==> src/rtl/collision_pkg.sv <==
// Shared helpers for the collision matrix.
// Holds the layer-pair index mapping and a lowest-set-bit search used by
// the event serialiser.
package collision_pkg;

  // Widest vector lowest_set() can scan; covers up to 23 layers (253 pairs).
  localparam int unsigned MaxVecW = 256;

  typedef struct packed {
    logic        found;
    logic [31:0] idx;
  } lowest_t;

  function automatic int num_pairs(input int n);
    return n * (n - 1) / 2;
  endfunction

  // Lexicographic index of pair (i,j), i<j.
  function automatic int pair_index(input int i, input int j, input int n);
    return i * n - i * (i + 1) / 2 + (j - i - 1);
  endfunction

  // Scan from the top down so the lowest set bit is the last one written.
  function automatic lowest_t lowest_set(input logic [MaxVecW-1:0] vec);
    lowest_t res;
    res.found = 1'b0;
    res.idx   = '0;
    for (int k = MaxVecW - 1; k >= 0; k--) begin
      if (vec[k]) begin
        res.found = 1'b1;
        res.idx   = k;
      end
    end
    return res;
  endfunction

endpackage

==> src/rtl/collision_matrix_pending_arbiter.sv <==
// Pending-hit register and valid/ready event serialiser.
// Ports:
//   clk, resetN      clock, async active-low reset
//   new_hit_i        one bit per pair, newly hit this cycle
//   evt_ready_i      consumer accepts the current event
//   evt_valid_o      event available
//   evt_pair_o       pair index of the current event
//   evt_overflow_o   sticky: a hit was merged into an event not yet consumed
module pending_arbiter
  import collision_pkg::*;
#(
  parameter int NUM_PAIRS = 28,
  parameter int PAIR_W    = 5
) (
  input  logic                 clk,
  input  logic                 resetN,
  input  logic [NUM_PAIRS-1:0] new_hit_i,
  input  logic                 evt_ready_i,
  output logic                 evt_valid_o,
  output logic [PAIR_W-1:0]    evt_pair_o,
  output logic                 evt_overflow_o
);

  logic [NUM_PAIRS-1:0] pending_q, pending_d;
  logic                 valid_q, valid_d;
  logic [PAIR_W-1:0]    pair_q, pair_d;
  logic                 overflow_q, overflow_d;

  lowest_t              sel;
  logic                 load;
  logic [NUM_PAIRS-1:0] clr_mask;
  logic [NUM_PAIRS-1:0] held_mask;
  logic [NUM_PAIRS-1:0] merged;

  always_comb begin
    sel       = lowest_set(MaxVecW'(pending_q));
    load      = (!valid_q || evt_ready_i) && sel.found;
    clr_mask  = '0;
    held_mask = '0;
    if (load) begin
      clr_mask[PAIR_W'(sel.idx)] = 1'b1;
    end
    // An event sitting unconsumed in the output register is still pending
    // for that pair; a repeat hit folds into it instead of queueing again.
    if (valid_q && !evt_ready_i) begin
      held_mask[pair_q] = 1'b1;
    end
    merged = new_hit_i & (pending_q | held_mask);

    // Set wins over the clear of the bit being loaded.
    pending_d  = (pending_q & ~clr_mask) | (new_hit_i & ~held_mask);
    overflow_d = overflow_q | (|merged);

    valid_d = valid_q;
    pair_d  = pair_q;
    if (load) begin
      valid_d = 1'b1;
      pair_d  = PAIR_W'(sel.idx);
    end else if (valid_q && evt_ready_i) begin
      valid_d = 1'b0;
    end
  end

  always_ff @(posedge clk or negedge resetN) begin
    if (!resetN) begin
      pending_q  <= '0;
      valid_q    <= 1'b0;
      pair_q     <= '0;
      overflow_q <= 1'b0;
    end else begin
      pending_q  <= pending_d;
      valid_q    <= valid_d;
      pair_q     <= pair_d;
      overflow_q <= overflow_d;
    end
  end

  assign evt_valid_o    = valid_q;
  assign evt_pair_o     = pair_q;
  assign evt_overflow_o = overflow_q;

endmodule

==> src/rtl/collision_matrix.sv <==
// Per-frame collision detector across drawing-request layers.
// Ports:
//   clk, resetN            clock, async active-low reset
//   startOfFrame           one-cycle frame-start pulse
//   layerDR                per-layer drawing request
//   pairEnable             per-pair runtime enable
//   collisionNow           combinational pairwise overlap
//   hitPulse, anyHitPulse  first hit per pair / of any pair this frame
//   frameHits              pairs hit during the previous frame
//   evtValid/evtPair/evtReady  serialised hit events
//   evtOverflow            sticky merge flag
module collision_matrix
  import collision_pkg::*;
#(
  parameter int NUM_LAYERS = 8,
  parameter int NUM_PAIRS  = num_pairs(NUM_LAYERS),
  parameter int PAIR_W     = (NUM_PAIRS > 1) ? $clog2(NUM_PAIRS) : 1
) (
  input  logic                  clk,
  input  logic                  resetN,
  input  logic                  startOfFrame,
  input  logic [NUM_LAYERS-1:0] layerDR,
  input  logic [NUM_PAIRS-1:0]  pairEnable,
  output logic [NUM_PAIRS-1:0]  collisionNow,
  output logic [NUM_PAIRS-1:0]  hitPulse,
  output logic                  anyHitPulse,
  output logic [NUM_PAIRS-1:0]  frameHits,
  output logic                  evtValid,
  output logic [PAIR_W-1:0]     evtPair,
  input  logic                  evtReady,
  output logic                  evtOverflow
);

  for (genvar i = 0; i < NUM_LAYERS; i++) begin : g_row
    for (genvar j = i + 1; j < NUM_LAYERS; j++) begin : g_col
      localparam int P = pair_index(i, j, NUM_LAYERS);
      assign collisionNow[P] = layerDR[i] & layerDR[j] & pairEnable[P];
    end
  end

  logic [NUM_PAIRS-1:0] hit_flags_q, hit_flags_d;
  logic [NUM_PAIRS-1:0] hit_pulse_q;
  logic [NUM_PAIRS-1:0] frame_hits_q, frame_hits_d;
  logic [NUM_PAIRS-1:0] new_hit;
  logic                 any_flag_q, any_flag_d;
  logic                 any_pulse_q;
  logic                 any_new;

  // Start of frame clears the semaphores first; a same-cycle hit then sets
  // them again and belongs to the new frame.
  always_comb begin
    new_hit      = collisionNow & (~hit_flags_q | {NUM_PAIRS{startOfFrame}});
    hit_flags_d  = (startOfFrame ? '0 : hit_flags_q) | new_hit;
    any_new      = (|collisionNow) & (!any_flag_q || startOfFrame);
    any_flag_d   = (startOfFrame ? 1'b0 : any_flag_q) | any_new;
    frame_hits_d = startOfFrame ? hit_flags_q : frame_hits_q;
  end

  always_ff @(posedge clk or negedge resetN) begin
    if (!resetN) begin
      hit_flags_q  <= '0;
      hit_pulse_q  <= '0;
      frame_hits_q <= '0;
      any_flag_q   <= 1'b0;
      any_pulse_q  <= 1'b0;
    end else begin
      hit_flags_q  <= hit_flags_d;
      hit_pulse_q  <= new_hit;
      frame_hits_q <= frame_hits_d;
      any_flag_q   <= any_flag_d;
      any_pulse_q  <= any_new;
    end
  end

  assign hitPulse    = hit_pulse_q;
  assign anyHitPulse = any_pulse_q;
  assign frameHits   = frame_hits_q;

  pending_arbiter #(
    .NUM_PAIRS (NUM_PAIRS),
    .PAIR_W    (PAIR_W)
  ) u_arbiter (
    .clk            (clk),
    .resetN         (resetN),
    .new_hit_i      (new_hit),
    .evt_ready_i    (evtReady),
    .evt_valid_o    (evtValid),
    .evt_pair_o     (evtPair),
    .evt_overflow_o (evtOverflow)
  );

endmodule

==> config.mk <==
export PLATFORM = sky130hd
export DESIGN_NAME = collision_matrix
export DESIGN_NICKNAME = d
export VERILOG_FILES = /design/src/rtl/collision_pkg.sv /design/src/rtl/collision_matrix_pending_arbiter.sv /design/src/rtl/collision_matrix.sv
export SDC_FILE = /design/constraint.sdc
export NUM_CORES = 1
export LEC_CHECK = 0
export BUFFER_PORTS_ARGS = -buffer_cell sky130_fd_sc_hd__buf_2
export CAP_MARGIN = 10
export CORE_AREA = 5 5 119 121
export DETAILED_ROUTE_END_ITERATION = 12
export DIE_AREA = 0 0 124 126
export PLACE_DENSITY = 0.68
export SYNTH_ARGS = -nofsm -noshare
export SYNTH_HDL_FRONTEND = slang
export SYNTH_SLANG_ARGS = --single-unit
==> constraint.sdc <==
create_clock -name clk -period 3.87 [get_ports clk]
set_clock_uncertainty 0.1 [all_clocks]
set_input_delay 0.387 -clock clk [delete_from_list [all_inputs] [get_ports clk]]
set_output_delay 0.387 -clock clk [all_outputs]
set_load 0.01 [all_outputs]
* Word level (Yosys, flattened, before mapping)
Cells that the tools add are included.
** Word-level totals
- Register bits after elaboration :: 121
- Input port bits :: 40
- Output and inout bits :: 92
- Word-level logic and storage cells :: 134
** Operators by class
- Order comparisons :: 4
- Mux-type cells :: 38
- Bitwise operators :: 70
- Reduce and logical (&&, ||, !) cells :: 13
** Operators by type and width (count)
- $mux W33 :: 28
- $and A28 B28 Y28 :: 4
- $or A28 B28 Y28 :: 4
- $mux W28 :: 3
- $not A28 Y28 :: 3
- $and A1 B1 Y1 :: 57
- $reduce_or A28 Y1 :: 2
- $lt A5 B6 Y1 const B :: 2
- $demux W1 S5 :: 2
- $ge A5 B1 Y1 const B :: 2
- $logic_and A1 B1 Y1 :: 5
- $mux W1 :: 5
- $logic_not A1 Y1 :: 3
- $logic_or A1 B1 Y1 :: 2
- $or A1 B1 Y1 :: 2
- $reduce_bool A2 Y1 :: 1

* Depth between registers and ports, before layout
- Depth after elaboration :: 36
- Depth in mapped cells :: 8
- Mapped depth without buffers :: 6

* By module
From an unflattened synthesis, not the netlist that was laid out.
** Unflattened totals
- Cells, all modules :: 527
- Area total of the unflattened synthesis :: 5935.7 um2
** Modules (own cells, without submodules)
- collision_matrix :: times used 1, cells each 241, area an instance 3384.5 um2
- pending_arbiter :: times used 1, cells each 286, area an instance 2551.2 um2

* Worst setup path before layout
OpenSTA, ideal clock, no wires.
- Path type :: register to register
- Start point :: register u_arbiter.pending_q[19]
- End point :: register u_arbiter.pending_q[23]
- Setup time :: 0.134 ns
- Arrival :: 1.651 ns
- Required time :: 3.636 ns
- Path slack :: 1.986 ns
- Cell stages (with the launch flop) :: 7
- Buffers on the path :: 0
- Period minus slack after synthesis :: 1.884 ns
- Path through :: dfrtp_1 or4_1 o211ai_1 o211a_2 nand4b_1 nand2_1 o211ai_2
** On the way
- Cells in the longest elaborated chain, start to end :: 28
- Elaborated cells on any way between the ends :: 30
- Those cells by class :: order compare (2); mux (23); bitwise (3); reduce/logical (2)
** RTL lines
- start, declared :: line collision_matrix_pending_arbiter.sv:24 : logic [NUM_PAIRS-1:0] pending_q, pending_d;
- start signal, assigned :: line collision_matrix_pending_arbiter.sv:71 : pending_q <= pending_d;
- $mux W33 * (20 in series) :: line collision_pkg.sv:29 : if (vec[k]) begin
- $lt A5 B6 Y1 (implied by the code) or $ge A5 B1 Y1 (tied branches) :: line collision_matrix_pending_arbiter.sv:41 : clr_mask[PAIR_W'(sel.idx)] = 1'b1;
- $logic_and A1 B1 Y1 (implied by the code) :: line collision_matrix_pending_arbiter.sv:41
- $mux W1 (implied by the code) :: line collision_matrix_pending_arbiter.sv:41
- $demux W1 S5
- $mux W28 * :: line collision_matrix_pending_arbiter.sv:40 : if (load) begin
- $not A28 Y28 * :: line collision_matrix_pending_arbiter.sv:51 : pending_d = (pending_q & ~clr_mask) | (new_hit_i & ~held_mask);
- $and A28 B28 Y28 * :: line collision_matrix_pending_arbiter.sv:51
- $or A28 B28 Y28 * :: line collision_matrix_pending_arbiter.sv:51
- net u_arbiter.pending_d[23] :: line collision_matrix_pending_arbiter.sv:24
The timed path passes the listed nets; every way through them passes the cells marked *.
A chain may end at the register's enable or synchronous reset.

* Final worst setup path
- Start point :: register u_arbiter.pair_q[1], in the netlist u_arbiter.evt_pair_o[1]
- End point :: register u_arbiter.overflow_q, in the netlist u_arbiter.evt_overflow_o
** On the way
- Cells in the longest elaborated chain, start to end :: 9
- Elaborated cells on any way between the ends :: 10
- Those cells by class :: order compare (2); mux (3); bitwise (3); reduce/logical (2)
** RTL lines
- start, declared :: line collision_matrix_pending_arbiter.sv:26 : logic [PAIR_W-1:0] pair_q, pair_d;
- start signal, assigned :: line collision_matrix_pending_arbiter.sv:73 : pair_q <= pair_d;
- $lt A5 B6 Y1 (implied by the code) or $ge A5 B1 Y1 (tied branches) :: line collision_matrix_pending_arbiter.sv:46 : held_mask[pair_q] = 1'b1;
- $logic_and A1 B1 Y1 (implied by the code) :: line collision_matrix_pending_arbiter.sv:46
- $mux W1 (implied by the code) :: line collision_matrix_pending_arbiter.sv:46
- $demux W1 S5 *
- $mux W28 * :: line collision_matrix_pending_arbiter.sv:45 : if (valid_q && !evt_ready_i) begin
- $or A28 B28 Y28 * :: line collision_matrix_pending_arbiter.sv:48 : merged = new_hit_i & (pending_q | held_mask);
- $and A28 B28 Y28 * :: line collision_matrix_pending_arbiter.sv:48
- $reduce_or A28 Y1 * :: line collision_matrix_pending_arbiter.sv:52 : overflow_d = overflow_q | (|merged);
- $or A1 B1 Y1 * :: line collision_matrix_pending_arbiter.sv:52
- net u_arbiter.overflow_d :: line collision_matrix_pending_arbiter.sv:27 : logic overflow_q, overflow_d;
- end signal, assigned :: line collision_matrix_pending_arbiter.sv:74 : overflow_q <= overflow_d;
- end, declared :: line collision_matrix_pending_arbiter.sv:27
Marks and branches as above.

==> results.sh <==
export IMPL_power_density_nw_per_um2=523
export IMPL_fin_crit_sh_pct=57.6
export IMPL_worstPathRequired_ns=4.05
export IMPL_syn_to_final_growth_pct=25.3
export IMPL_synthSimpleGateAreaFrac_pct=17.0
export IMPL_synthArstFlopShare_pct=100
export IMPL_tightest_slew_ns=0.838
export IMPL_fillers=1143
export IMPL_cts_sinks=121
export IMPL_dieArea_sq_um=15600
export IMPL_yosysTopAreaCell="dfrtp_1"
export IMPL_internal_power_uw=2620
export IMPL_h_tree_depth=4
export IMPL_ir_drop_v=0.000283
export IMPL_drc=0
export IMPL_violations="negative hold slack"
export IMPL_critPathMaxFanout=13
export IMPL_finalSetupTns_ns=0
export IMPL_holdWs_ns=-0.0173
export IMPL_synth_top_family_by_area="compound AO/OA/AOI/OAI gates"
export IMPL_ff2ff_path_depth=6
export IMPL_grt_max_degree=68
export IMPL_grt_pass1_vias=5094
export IMPL_synthMuxAreaShare_pct=5.74
export IMPL_hpwl_microns=12700
export IMPL_drt_iter0_drc=313
export IMPL_fin_crit_ns=2.23
export IMPL_outcome="finished with violations"
export IMPL_start_util_pct=43.8
export IMPL_synth_xor_area_share_pct=0
export IMPL_die_width_microns=124
export IMPL_p_seq_share_pct=40.2
export IMPL_finish_utilization_pct=54.9
export IMPL_crit_type="reg2reg"
export IMPL_synth_edff_count=0
export IMPL_crit_buf_inv=0
export IMPL_synth_compound_area_share_pct=19.4
export IMPL_cts_inserted_buffers=17
export IMPL_relSlewSlack_pct=44.2
export IMPL_synthAdderAreaFrac_pct=0
export IMPL_seq_area_frac_synth_pct=53.2
export IMPL_netlist_area_leader_share_pct=53.2
export IMPL_synth_distinct_cells=57
export IMPL_power_leakage_uw=0.00387
export IMPL_ys_warn_count=0
export IMPL_grt_setup_unrepaired="false"
export IMPL_p_comb_share_pct=16.9
export IMPL_via_per_inst=5.65
export IMPL_grt_first_pass_wirelength_microns=27300
export IMPL_antenna_found_initial=0
export IMPL_switching_share_pct=29.7
export IMPL_coreArea_sq_um=13000
export IMPL_cp_start_kind="flip-flop"
export IMPL_synthCells=549
export IMPL_placed_cells=840
export IMPL_ioPinCount=132
export IMPL_io_buffers=131
export IMPL_syn_area_per_cell_sq_um=10.4
export IMPL_dr_total_vias=4928
export IMPL_arrival_ns=2.41
export IMPL_slowest_delay_ns=0.54
export IMPL_postCtsSetupBuffers=0
export IMPL_first_pass_iters=5
export IMPL_ant_nets=0
export IMPL_p_sw_uw=1110
export IMPL_cp_depth=6
export IMPL_grtUsageTotal_pct=22.7
export IMPL_clk_latency_ns=0.42
export IMPL_synth_flop_cell="dfrtp_1"
export IMPL_finalNonFillerCells=872
export IMPL_postCtsHoldBufs=0
export IMPL_worstPathCellList="nand4bb_1 -> nor2_1 -> o21ai_0 -> nand2_1 -> nor3_1 -> nand3_1"
export IMPL_clock_path_buffers=2
export IMPL_slew_violations=0
export IMPL_hp_class="in2async"
export IMPL_finalWeightedCongestion=0.929
export IMPL_root_buffer="clkbuf_16"
export IMPL_synthTopCellsByArea="dfrtp_1 (53%), mux2_2 (5.7%), o21ai_0 (4.8%), a21o_1 (3.6%), nand2_1 (3.5%)"
export IMPL_synth_commonest_cells="dfrtp_1 (121), o21ai_0 (55), nand2_1 (53)"
export IMPL_cts_tree="built"
export IMPL_cts_resized=0
export IMPL_grt_overflow=0
export IMPL_clockPowerShare_pct=42.9
export IMPL_die_height_microns=126
export IMPL_rows=42
export IMPL_setup_violations_final=0
export IMPL_finalHoldViolCount=56
export IMPL_cp_end_kind="flip-flop"
export IMPL_synth_ff_latch_count=121
export IMPL_antenna_cells=0
export IMPL_post_drt_wl_per_cell_microns=19.6
export IMPL_path_clk_slew_ns=0.06
export IMPL_syn_cell_area_sq_um=5690
export IMPL_drt_total_wl_microns=17100
export IMPL_timing_fmax_ghz=0.449
export IMPL_cpMaxStageDelayCell="nand4bb_1"
export IMPL_synth_most_common_cell="dfrtp_1"
export IMPL_critPathTopFamily="simple AND/OR/NAND/NOR gates"
export IMPL_syn_nets=589
export IMPL_drive_gt1_share_pct=32.8
export IMPL_drv_cap=0
export IMPL_final_nets=723
==> flip-flops by register name, summed over array words and instances, names as in the netlist <==
signal                    count
frameHits                    28
hitPulse                     28
hit_flags_q                  28
u_arbiter.pending_q          28
u_arbiter.evt_pair_o          5
anyHitPulse                   1
any_flag_q                    1
u_arbiter.evt_overflow_o      1
u_arbiter.evt_valid_o         1
==> through the flow <==
step / setup slack [ns] / power [uW] / cell area [sq um] / hold slack [ns]
6_report: 1.64 / 3730 / 7130 / -0.0173
5_1_grt: 1.45 / 3880 / 7130 / 0.0651
4_1_cts: 1.68 / 3750 / 7130 / 0.0109
3_5_place_dp: 1.40 / 2140 / 6520 / 0.391
3_3_place_gp: 1.42 / 2130 / 6520 / 0.376
2_1_floorplan: 1.99 / 1890 / 5690 / -0.00859
==> cells in the final DEF (no fill, tap or decap), drive strengths merged, types with 27 or more instances in the layout <==
master	count
buf	134
dfrtp	121
o21ai	58
nand2	53
inv	51
nand3	35
a21oi	35
mux2	29
nor2	28
a21o	27
==> layout make-up <==
| type | count | area, sq um | share of cell area (%) |
|---|---|---|---|
| clock buffer | 21 | 470 | 6.60 |
| inverter | 48 | 180 | 2.53 |
| clock inverter | 11 | 136 | 1.91 |
| timing repair buffer | 134 | 693 | 9.73 |
| tap | 176 | 220 | 3.09 |
| sequential | 121 | 3030 | 42.5 |
| multi-input combinational | 361 | 2400 | 33.6 |
==> power groups by stage <==
| stage | clock, uW | sequential, uW | combinational (uW) |
|---|---|---|---|
| 3_5_place_dp | 0 | 1510 | 627 |
| 6_report | 1600 | 1500 | 631 |
| 4_1_cts | 1620 | 1500 | 630 |
| 3_3_place_gp | 0 | 1510 | 623 |
| 5_1_grt | 1680 | 1510 | 686 |
| 2_1_floorplan | 0 | 1500 | 381 |
==> routing by layer <==
layer	track usage [%]	wire, microns	vias to the layer above
met5	0	0	-
met4	7.73	340	0
met3	6.86	1430	30
met2	33.6	7870	248
met1	31.8	7450	2419
li1	-	-	2231
==> path summary, 6_finish.rpt <==
check,start,end,slack [ns]
min in group clk,pairEnable[11],hit_flags_q[11],0.20
worst max register to register,u_arbiter.evt_pair_o[1],u_arbiter.evt_overflow_o,1.64
worst max-delay path,u_arbiter.evt_pair_o[1],u_arbiter.evt_overflow_o,1.64
max in group asynchronous,resetN,hitPulse[22],2.90
worst min register to register,frameHits[5],frameHits[5],0.40
worst min-delay path,resetN,u_arbiter.pending_q[1],-0.02
==> cells by family after synthesis <==
| family | count (synthesis) |
|---|---|
| AO/OA/AOI/OAI | 159 |
| buffers and inverters | 67 |
| flip-flops | 121 |
| multiplexers | 29 |
| AND/OR/NAND/NOR | 173 |
(Power assumes the default switching activity.)
